<file path="config.mk">
export PLATFORM = sky130hd
export DESIGN_NAME = seq_program_controller_flat
export DESIGN_NICKNAME = d
export VERILOG_FILES = /design/src/rtl/seq_program_controller_pkg.sv /design/src/rtl/seq_program_controller_if.sv /design/src/rtl/seq_program_controller_watchdog.sv /design/src/rtl/seq_program_controller.sv /design/src/flat_wrapper.sv
export SDC_FILE = /design/constraint.sdc
export NUM_CORES = 1
export LEC_CHECK = 0
export CAP_MARGIN = 10
export CORE_MARGIN = 2
export CORE_UTILIZATION = 35
export DETAILED_ROUTE_END_ITERATION = 10
export PLACE_DENSITY = 0.66
export SLEW_MARGIN = 20
export SYNTH_ARGS = -nofsm -noshare
export SYNTH_HDL_FRONTEND = slang
export SYNTH_SLANG_ARGS = --single-unit
</file>
<file path="constraint.sdc">
create_clock -name clk -period 2.15 [get_ports clk]
set_input_delay 0.43 -clock clk [delete_from_list [all_inputs] [get_ports clk]]
set_output_delay 0.43 -clock clk [all_outputs]
set_load 0.02 [all_outputs]
</file>
<file path="src/rtl/seq_program_controller_pkg.sv">
// seq_ctrl_pkg: shared FSM states, opcode classes and opcode decode for the program sequencer
package seq_ctrl_pkg;
  localparam int DEF_OP_W = 4;
  localparam int DEF_DATA_W = 8;
  localparam int DEF_ADDR = 5;
  typedef enum logic [2:0] {S_IDLE, S_FETCH, S_DECODE, S_EXEC, S_ERROR} state_e;
  typedef enum logic [2:0] {OP_ALU, OP_NOP, OP_JMP, OP_HALT, OP_BAD} op_class_e;
  // The three control opcodes sit at the top of the opcode space, so they move with op_w.
  function automatic op_class_e op_class(input logic [31:0] op, input int op_w, input int n_alu);
    logic [31:0] ones;
    ones = (32'd1 << op_w) - 32'd1;
    return op < 32'(n_alu) ? OP_ALU :
           op == ones - 32'd2 ? OP_NOP :
           op == ones - 32'd1 ? OP_JMP :
           op == ones ? OP_HALT : OP_BAD;
  endfunction
endpackage

</file>
<file path="src/rtl/seq_program_controller_if.sv">
// seq_program_controller_if: control, ROM and datapath signals of the program sequencer
// master: the sequencer (drives pc, datapath enable/opcode/a/b, status flags)
// slave: its environment (drives go/abort, ROM instruction, datapath done)
interface seq_program_controller_if #(
  parameter int OP_W = 4,
  parameter int DATA_W = 8,
  parameter int ADDR = 5
);
  logic go, abort, done, enable, busy, prog_done, invalid_opcode, timeout;
  logic [OP_W+2*DATA_W-1:0] instruction;
  logic [ADDR-1:0] pc;
  logic [OP_W-1:0] opcode;
  logic [DATA_W-1:0] a, b;
  modport master (
    input go, abort, instruction, done,
    output enable, pc, opcode, a, b, busy, prog_done, invalid_opcode, timeout
  );
  modport slave (
    output go, abort, instruction, done,
    input enable, pc, opcode, a, b, busy, prog_done, invalid_opcode, timeout
  );
endinterface

</file>
<file path="src/rtl/seq_program_controller_watchdog.sv">
// exec_watchdog: counts consecutive EXEC cycles and flags the cycle in which the limit is reached
// ports: clk, reset (async, active high), count_i (in EXEC), clear_i, expired_o
module exec_watchdog #(
  parameter int TIMEOUT = 64
) (
  input  logic clk,
  input  logic reset,
  input  logic count_i,
  input  logic clear_i,
  output logic expired_o
);
  localparam int CW = $clog2(TIMEOUT + 1);
  logic [CW-1:0] cnt_q;
  always_ff @(posedge clk or posedge reset)
    if (reset) cnt_q <= '0;
    else cnt_q <= clear_i ? '0 : count_i ? cnt_q + 1'b1 : cnt_q;
  // cnt_q holds completed EXEC cycles, so this fires during the TIMEOUT-th one.
  assign expired_o = count_i && cnt_q == CW'(TIMEOUT - 1);
endmodule

</file>
<file path="src/rtl/seq_program_controller.sv">
// seq_program_controller: fetch/decode/execute sequencer driving the ALU datapath from an instruction ROM
// ports: clk, reset (async, active high), bus (master side: go/abort/instruction/done in,
//        enable/pc/opcode/a/b/busy/prog_done/invalid_opcode/timeout out)
module seq_program_controller
  import seq_ctrl_pkg::*;
#(
  parameter int OP_W = DEF_OP_W,
  parameter int DATA_W = DEF_DATA_W,
  parameter int ADDR = DEF_ADDR,
  parameter int PROG_LEN = 2 ** ADDR,
  parameter int N_ALU_OPS = 4,
  parameter int TIMEOUT = 64
) (
  input logic clk,
  input logic reset,
  seq_program_controller_if.master bus
);
  localparam int INSTR_LEN = OP_W + 2 * DATA_W;
  state_e state_q, state_d;
  logic [ADDR-1:0] pc_q, pc_d;
  logic [OP_W-1:0] opcode_q, opcode_d, instr_op;
  logic [DATA_W-1:0] a_q, a_d, b_q, b_d, instr_a, instr_b;
  logic inv_q, inv_d, to_q, to_d, prog_done_q, prog_done_d, enable_q, busy_q, expired;
  op_class_e cls;
  assign instr_op = bus.instruction[INSTR_LEN-1 -: OP_W];
  assign instr_a = bus.instruction[2*DATA_W-1 -: DATA_W];
  assign instr_b = bus.instruction[DATA_W-1:0];
  assign cls = op_class(32'(instr_op), OP_W, N_ALU_OPS);
  exec_watchdog #(.TIMEOUT(TIMEOUT)) u_wdog (
    .clk(clk),
    .reset(reset),
    .count_i(state_q == S_EXEC),
    .clear_i(state_q != S_EXEC),
    .expired_o(expired)
  );
  always_comb begin
    state_d = state_q;
    pc_d = pc_q;
    opcode_d = opcode_q;
    a_d = a_q;
    b_d = b_q;
    inv_d = inv_q;
    to_d = to_q;
    prog_done_d = 1'b0;
    if (bus.abort) begin
      state_d = S_IDLE;
      pc_d = '0;
    end else begin
      case (state_q)
        S_IDLE: if (bus.go) begin
          state_d = S_FETCH;
          pc_d = '0;
        end
        S_FETCH: state_d = S_DECODE;
        S_DECODE: begin
          opcode_d = instr_op;
          a_d = instr_a;
          b_d = instr_b;
          case (cls)
            OP_ALU: state_d = S_EXEC;
            OP_NOP: begin
              state_d = S_FETCH;
              pc_d = pc_q + 1'b1;
            end
            OP_JMP: begin
              state_d = S_FETCH;
              pc_d = instr_b[ADDR-1:0];
            end
            OP_HALT: begin
              state_d = S_IDLE;
              pc_d = '0;
              prog_done_d = 1'b1;
            end
            default: begin
              state_d = S_ERROR;
              inv_d = 1'b1;
            end
          endcase
        end
        // done is checked before the watchdog so a completion in the expiry cycle still counts.
        S_EXEC: if (bus.done) begin
          state_d = pc_q == ADDR'(PROG_LEN - 1) ? S_IDLE : S_FETCH;
          pc_d = pc_q == ADDR'(PROG_LEN - 1) ? '0 : pc_q + 1'b1;
          prog_done_d = pc_q == ADDR'(PROG_LEN - 1);
        end else if (expired) begin
          state_d = S_ERROR;
          to_d = 1'b1;
        end
        S_ERROR: if (bus.go) begin
          state_d = S_IDLE;
          inv_d = 1'b0;
          to_d = 1'b0;
        end
        default: state_d = S_IDLE;
      endcase
    end
  end
  always_ff @(posedge clk or posedge reset)
    if (reset) begin
      state_q <= S_IDLE;
      pc_q <= '0;
      opcode_q <= '0;
      a_q <= '0;
      b_q <= '0;
      inv_q <= 1'b0;
      to_q <= 1'b0;
      prog_done_q <= 1'b0;
      enable_q <= 1'b0;
      busy_q <= 1'b0;
    end else begin
      state_q <= state_d;
      pc_q <= pc_d;
      opcode_q <= opcode_d;
      a_q <= a_d;
      b_q <= b_d;
      inv_q <= inv_d;
      to_q <= to_d;
      prog_done_q <= prog_done_d;
      enable_q <= state_d == S_EXEC;
      busy_q <= state_d inside {S_FETCH, S_DECODE, S_EXEC};
    end
  assign bus.enable = enable_q;
  assign bus.busy = busy_q;
  assign bus.pc = pc_q;
  assign bus.opcode = opcode_q;
  assign bus.a = a_q;
  assign bus.b = b_q;
  assign bus.prog_done = prog_done_q;
  assign bus.invalid_opcode = inv_q;
  assign bus.timeout = to_q;
endmodule

</file>
<file path="src/flat_wrapper.sv">
// flat-port wrapper written by rule: the top's interface ports become plain ports
module seq_program_controller_flat import seq_ctrl_pkg::*;
#(
  parameter int OP_W = DEF_OP_W,
  parameter int DATA_W = DEF_DATA_W,
  parameter int ADDR = DEF_ADDR,
  parameter int PROG_LEN = 2 ** ADDR,
  parameter int N_ALU_OPS = 4,
  parameter int TIMEOUT = 64
)
  (clk, reset, bus_go, bus_abort, bus_instruction, bus_done, bus_enable, bus_pc, bus_opcode, bus_a, bus_b, bus_busy, bus_prog_done, bus_invalid_opcode, bus_timeout);
  seq_program_controller_if #(.OP_W(OP_W), .DATA_W(DATA_W), .ADDR(ADDR)) bus_i ();
  input logic clk;
  input logic reset;
  input wire logic [$bits(bus_i.go)-1:0] bus_go;
  input wire logic [$bits(bus_i.abort)-1:0] bus_abort;
  input wire logic [$bits(bus_i.instruction)-1:0] bus_instruction;
  input wire logic [$bits(bus_i.done)-1:0] bus_done;
  output wire logic [$bits(bus_i.enable)-1:0] bus_enable;
  output wire logic [$bits(bus_i.pc)-1:0] bus_pc;
  output wire logic [$bits(bus_i.opcode)-1:0] bus_opcode;
  output wire logic [$bits(bus_i.a)-1:0] bus_a;
  output wire logic [$bits(bus_i.b)-1:0] bus_b;
  output wire logic [$bits(bus_i.busy)-1:0] bus_busy;
  output wire logic [$bits(bus_i.prog_done)-1:0] bus_prog_done;
  output wire logic [$bits(bus_i.invalid_opcode)-1:0] bus_invalid_opcode;
  output wire logic [$bits(bus_i.timeout)-1:0] bus_timeout;
  assign bus_i.go = bus_go;
  assign bus_i.abort = bus_abort;
  assign bus_i.instruction = bus_instruction;
  assign bus_i.done = bus_done;
  assign bus_enable = bus_i.enable;
  assign bus_pc = bus_i.pc;
  assign bus_opcode = bus_i.opcode;
  assign bus_a = bus_i.a;
  assign bus_b = bus_i.b;
  assign bus_busy = bus_i.busy;
  assign bus_prog_done = bus_i.prog_done;
  assign bus_invalid_opcode = bus_i.invalid_opcode;
  assign bus_timeout = bus_i.timeout;
  seq_program_controller #(.OP_W(OP_W), .DATA_W(DATA_W), .ADDR(ADDR), .PROG_LEN(PROG_LEN), .N_ALU_OPS(N_ALU_OPS), .TIMEOUT(TIMEOUT)) u_core (.clk(clk), .reset(reset), .bus(bus_i));
endmodule
</file>
==> flow_metrics.py <==
metrics = {
    "timing": {
        "setup_tns_ns": 0,
        "tightest_slew_ns": 0.399,
        "period_share_pct": 87.0,
        "slew_violations": 0,
        "rsz0062_at_grt": "false",
        "max_freq_ghz": 0.534,
        "slew_headroom_pct": 73.2,
        "fin_ws_ns": 0.279,
        "fin_crit_ns": 1.87,
        "finalClockSkew_ns": 0.00540,
        "setup_viol": 0,
        "hold_viol": 0,
    },
    "die": {
        "dieWidth_um": 77.8,
        "core_um2": 5170,
        "dieArea_um2": 6050,
        "pin_count": 55,
        "initial_core_util_pct": 36.9,
        "placementRows": 26,
        "dieHeight_um": 77.8,
    },
    "clock_network": {
        "cts_tree": "yes",
        "cts_buffers": 5,
        "clock_latency_ns": 0.28,
        "postCtsHoldBufs": 0,
        "htree_levels": 2,
        "path_clk_slew_ns": 0.08,
        "cts_buffer_depth": 2,
        "cts_setup_buffers": 0,
        "cts_root_buf": "clkbuf_8",
        "cts_sinks": 40,
        "cts-resized-gates": 0,
    },
    "power": {
        "sequentialPowerShare_pct": 41.6,
        "switching_share_pct": 31.4,
        "power-per-cell-area_nw_per_um2": 923,
        "pwr-share-comb_pct": 37.7,
        "internal-power_mw": 1.70,
        "p_leak_nw": 1.14,
        "p_clk_share_pct": 20.6,
        "ir_drop_v": 0.000486,
        "total_switching_power_mw": 0.776,
    },
    "routing": {
        "routed_wirelength_um": 4110,
        "drt-pass1-iter-count": 4,
        "via_count": 1475,
        "viasPerCell": 4.87,
        "drc_errors": 0,
        "avgRoutedWirePerCell_um": 13.6,
        "drtIter0Drc": 64,
        "ant_nets": 0,
    },
    "critical_path": {
        "rrSetupSlack_ns": 0.31,
        "r2r_cells": 4,
        "cp-start-kind": "primary input",
        "required_ns": 2.36,
        "cp-end-kind": "flip-flop",
        "worst-setup-path-type": "primary input to flip-flop",
        "worst-path-max-fanout": 7,
        "cp.arrival_ns": 2.08,
    },
    "global_routing": {
        "grt_usage_pct": 14.7,
        "grt_pass1_vias": 1497,
        "grt_pass1_wl_um": 7130,
        "grt_max_degree": 26,
        "antenna_found_initial": 0,
        "grt-ovfl-total": 0,
    },
    "final_layout": {
        "drive_above_1_share_pct": 19.7,
        "multiInputGateArea_um2": 828,
        "num_antenna_cells": 0,
        "fillers": 486,
        "area_growth_pct": 40.6,
        "regArea_um2": 1000,
        "layout.nets": 260,
    },
    "logic_synthesis": {
        "ys_top_cells_by_count": "40 x dfrtp_1, 19 x nor2_1, 18 x mux2_2",
        "synth_cells": 167,
        "synthDistinctLibCells": 43,
        "syn_nets": 195,
        "synth.yosys.seq_area_share_pct": 52.5,
        "synth.ff_latch_count": 40,
        "synth_edf_count": 0,
        "synth.most_common_cell": "dfrtp_1",
        "syn_area_um2": 1910,
        "synth_ff_type": "dfrtp_1",
        "synthTopCellsByArea": "dfrtp_1 52%, mux2_2 11%, nor2_1 3.7%",
        "synthArstFlopShare_pct": 100,
        "yosys.area.top_type": "dfrtp_1",
        "post_synth.cell_area_avg_um2": 11.4,
        "synth_top_cell_area_share_pct": 52.5,
        "ys_warn_count": 0,
    },
    "placed_design": {
        "dpl_worst_slack_ns": 0.0149,
        "port_buffers": 54,
        "gp_congestion": 0.826,
        "hpwl_um": 3130,
    },
    "worst_hold_path": {
        "holdCritPathClass": "primary input to async pin",
    },
    "run_status": {
        "status": "finished, final reports clean",
    },
    "flow_run": {
        "drv_cap": 0,
    },
}
layer usage:
| metal | vias to the layer above | global-route usage (%) | part of all wire (%) |
|---|---|---|---|
| met5 | - | 0 | 0 |
| met4 | 0 | 5.00 | 0.71 |
| met3 | 2 | 2.67 | 4.4 |
| met2 | 47 | 22.8 | 47 |
| met1 | 701 | 20.8 | 48 |
| li1 | 725 | - | - |
per-stage QoR:
stage	area [µm²]	utilization (%)	power (mW)	hold WS, ns	instances
finish	2680	51.8	2.47	0.464	303
global route	2680	51.8	2.63	0.499	303
CTS	2680	51.8	2.51	0.464	303
detailed placement	2590	50.0	1.99	0.475	295
global placement	2590	50.0	1.97	0.473	295
floorplan	1910	-	1.50	0.454	167
critical path: stages:
cell	delay (ns)
clkdlybuf4s50_1	0.51
or4b_2	0.71
a21oi_1	0.17
o21ai_0	0.15
nor2_1	0.12
cell usage in the layout, fill, tap and decap left out, types with 2 or more instances in the layout:
master and n:
xnor2_1 2, a211oi_1 2, xor2_1 3, clkdlybuf4s50_1 54
nand2b_1 3, nor2b_1 2, o21ai_0 4, mux2_1 2
nor2_1 18, o32ai_1 2, a31oi_1 2, nor3_2 2
ha_1 3, nand2_1 5, a21oi_1 8, clkbuf_8 6
dfrtp_1 40, and3_1 3, a221oi_1 3, inv_1 11
a211oi_2 2, buf_4 9, nand3_1 5, mux2_2 18
nor3_1 3
sequential cells by signal, indices dropped and copies added, names as in the netlist:
| name | flops |
|---|---|
| u_core.bus.enable | 1 |
| u_core.bus.invalid_opcode | 1 |
| u_core.bus.pc | 5 |
| u_core.bus.opcode | 4 |
| u_core.bus.busy | 1 |
| u_core.bus.a | 8 |
| u_core.bus.timeout | 1 |
| u_core.bus.prog_done | 1 |
| u_core.state_q | 3 |
| u_core.u_wdog.cnt_q | 7 |
| u_core.bus.b | 8 |
power by group through the flow:
stage / logic [mW] / registers [mW] / clock network (mW)
6_report: 0.934 / 1.03 / 0.511
5_1_grt: 0.996 / 1.06 / 0.571
4_1_cts: 0.948 / 1.03 / 0.529
3_5_place_dp: 0.942 / 1.05 / 0
3_3_place_gp: 0.934 / 1.04 / 0
2_1_floorplan: 0.241 / 1.26 / 0
final timing paths:
path,from,endpoint
max in group asynchronous,reset,u_core.bus.invalid_opcode
min in group clk,u_core.u_wdog.cnt_q[0],u_core.u_wdog.cnt_q[0]
setup reg to reg,u_core.state_q[1],u_core.bus.a[6]
hold / removal,reset,u_core.u_wdog.cnt_q[0]
hold reg to reg,u_core.u_wdog.cnt_q[0],u_core.u_wdog.cnt_q[0]
setup / recovery,bus_instruction[19],u_core.bus.enable
cells by family after synthesis:
kind of cell,count (synthesis),share of synthesized area [%]
xor gates and xnor gates,5,2.30
adders and majority gates,3,1.97
AOI/OAI and AO/OA,30,11.9
and+or+nand+nor,52,15.4
muxes,20,11.8
buffers and inverters,17,4.20
DFF,40,52.5
cell type report:
| class | instances | area share (%) |
|---|---|---|
| clock buffers | 7 | 3.22 |
| clock inverters | 1 | 0.280 |
| inverters | 11 | 1.54 |
| multi-input cells | 110 | 30.9 |
| flip-flops and latches | 40 | 37.3 |
| well taps | 70 | 3.27 |
| repair buffers | 64 | 23.4 |
No activity file was read; power rests on OpenSTA's default activity.
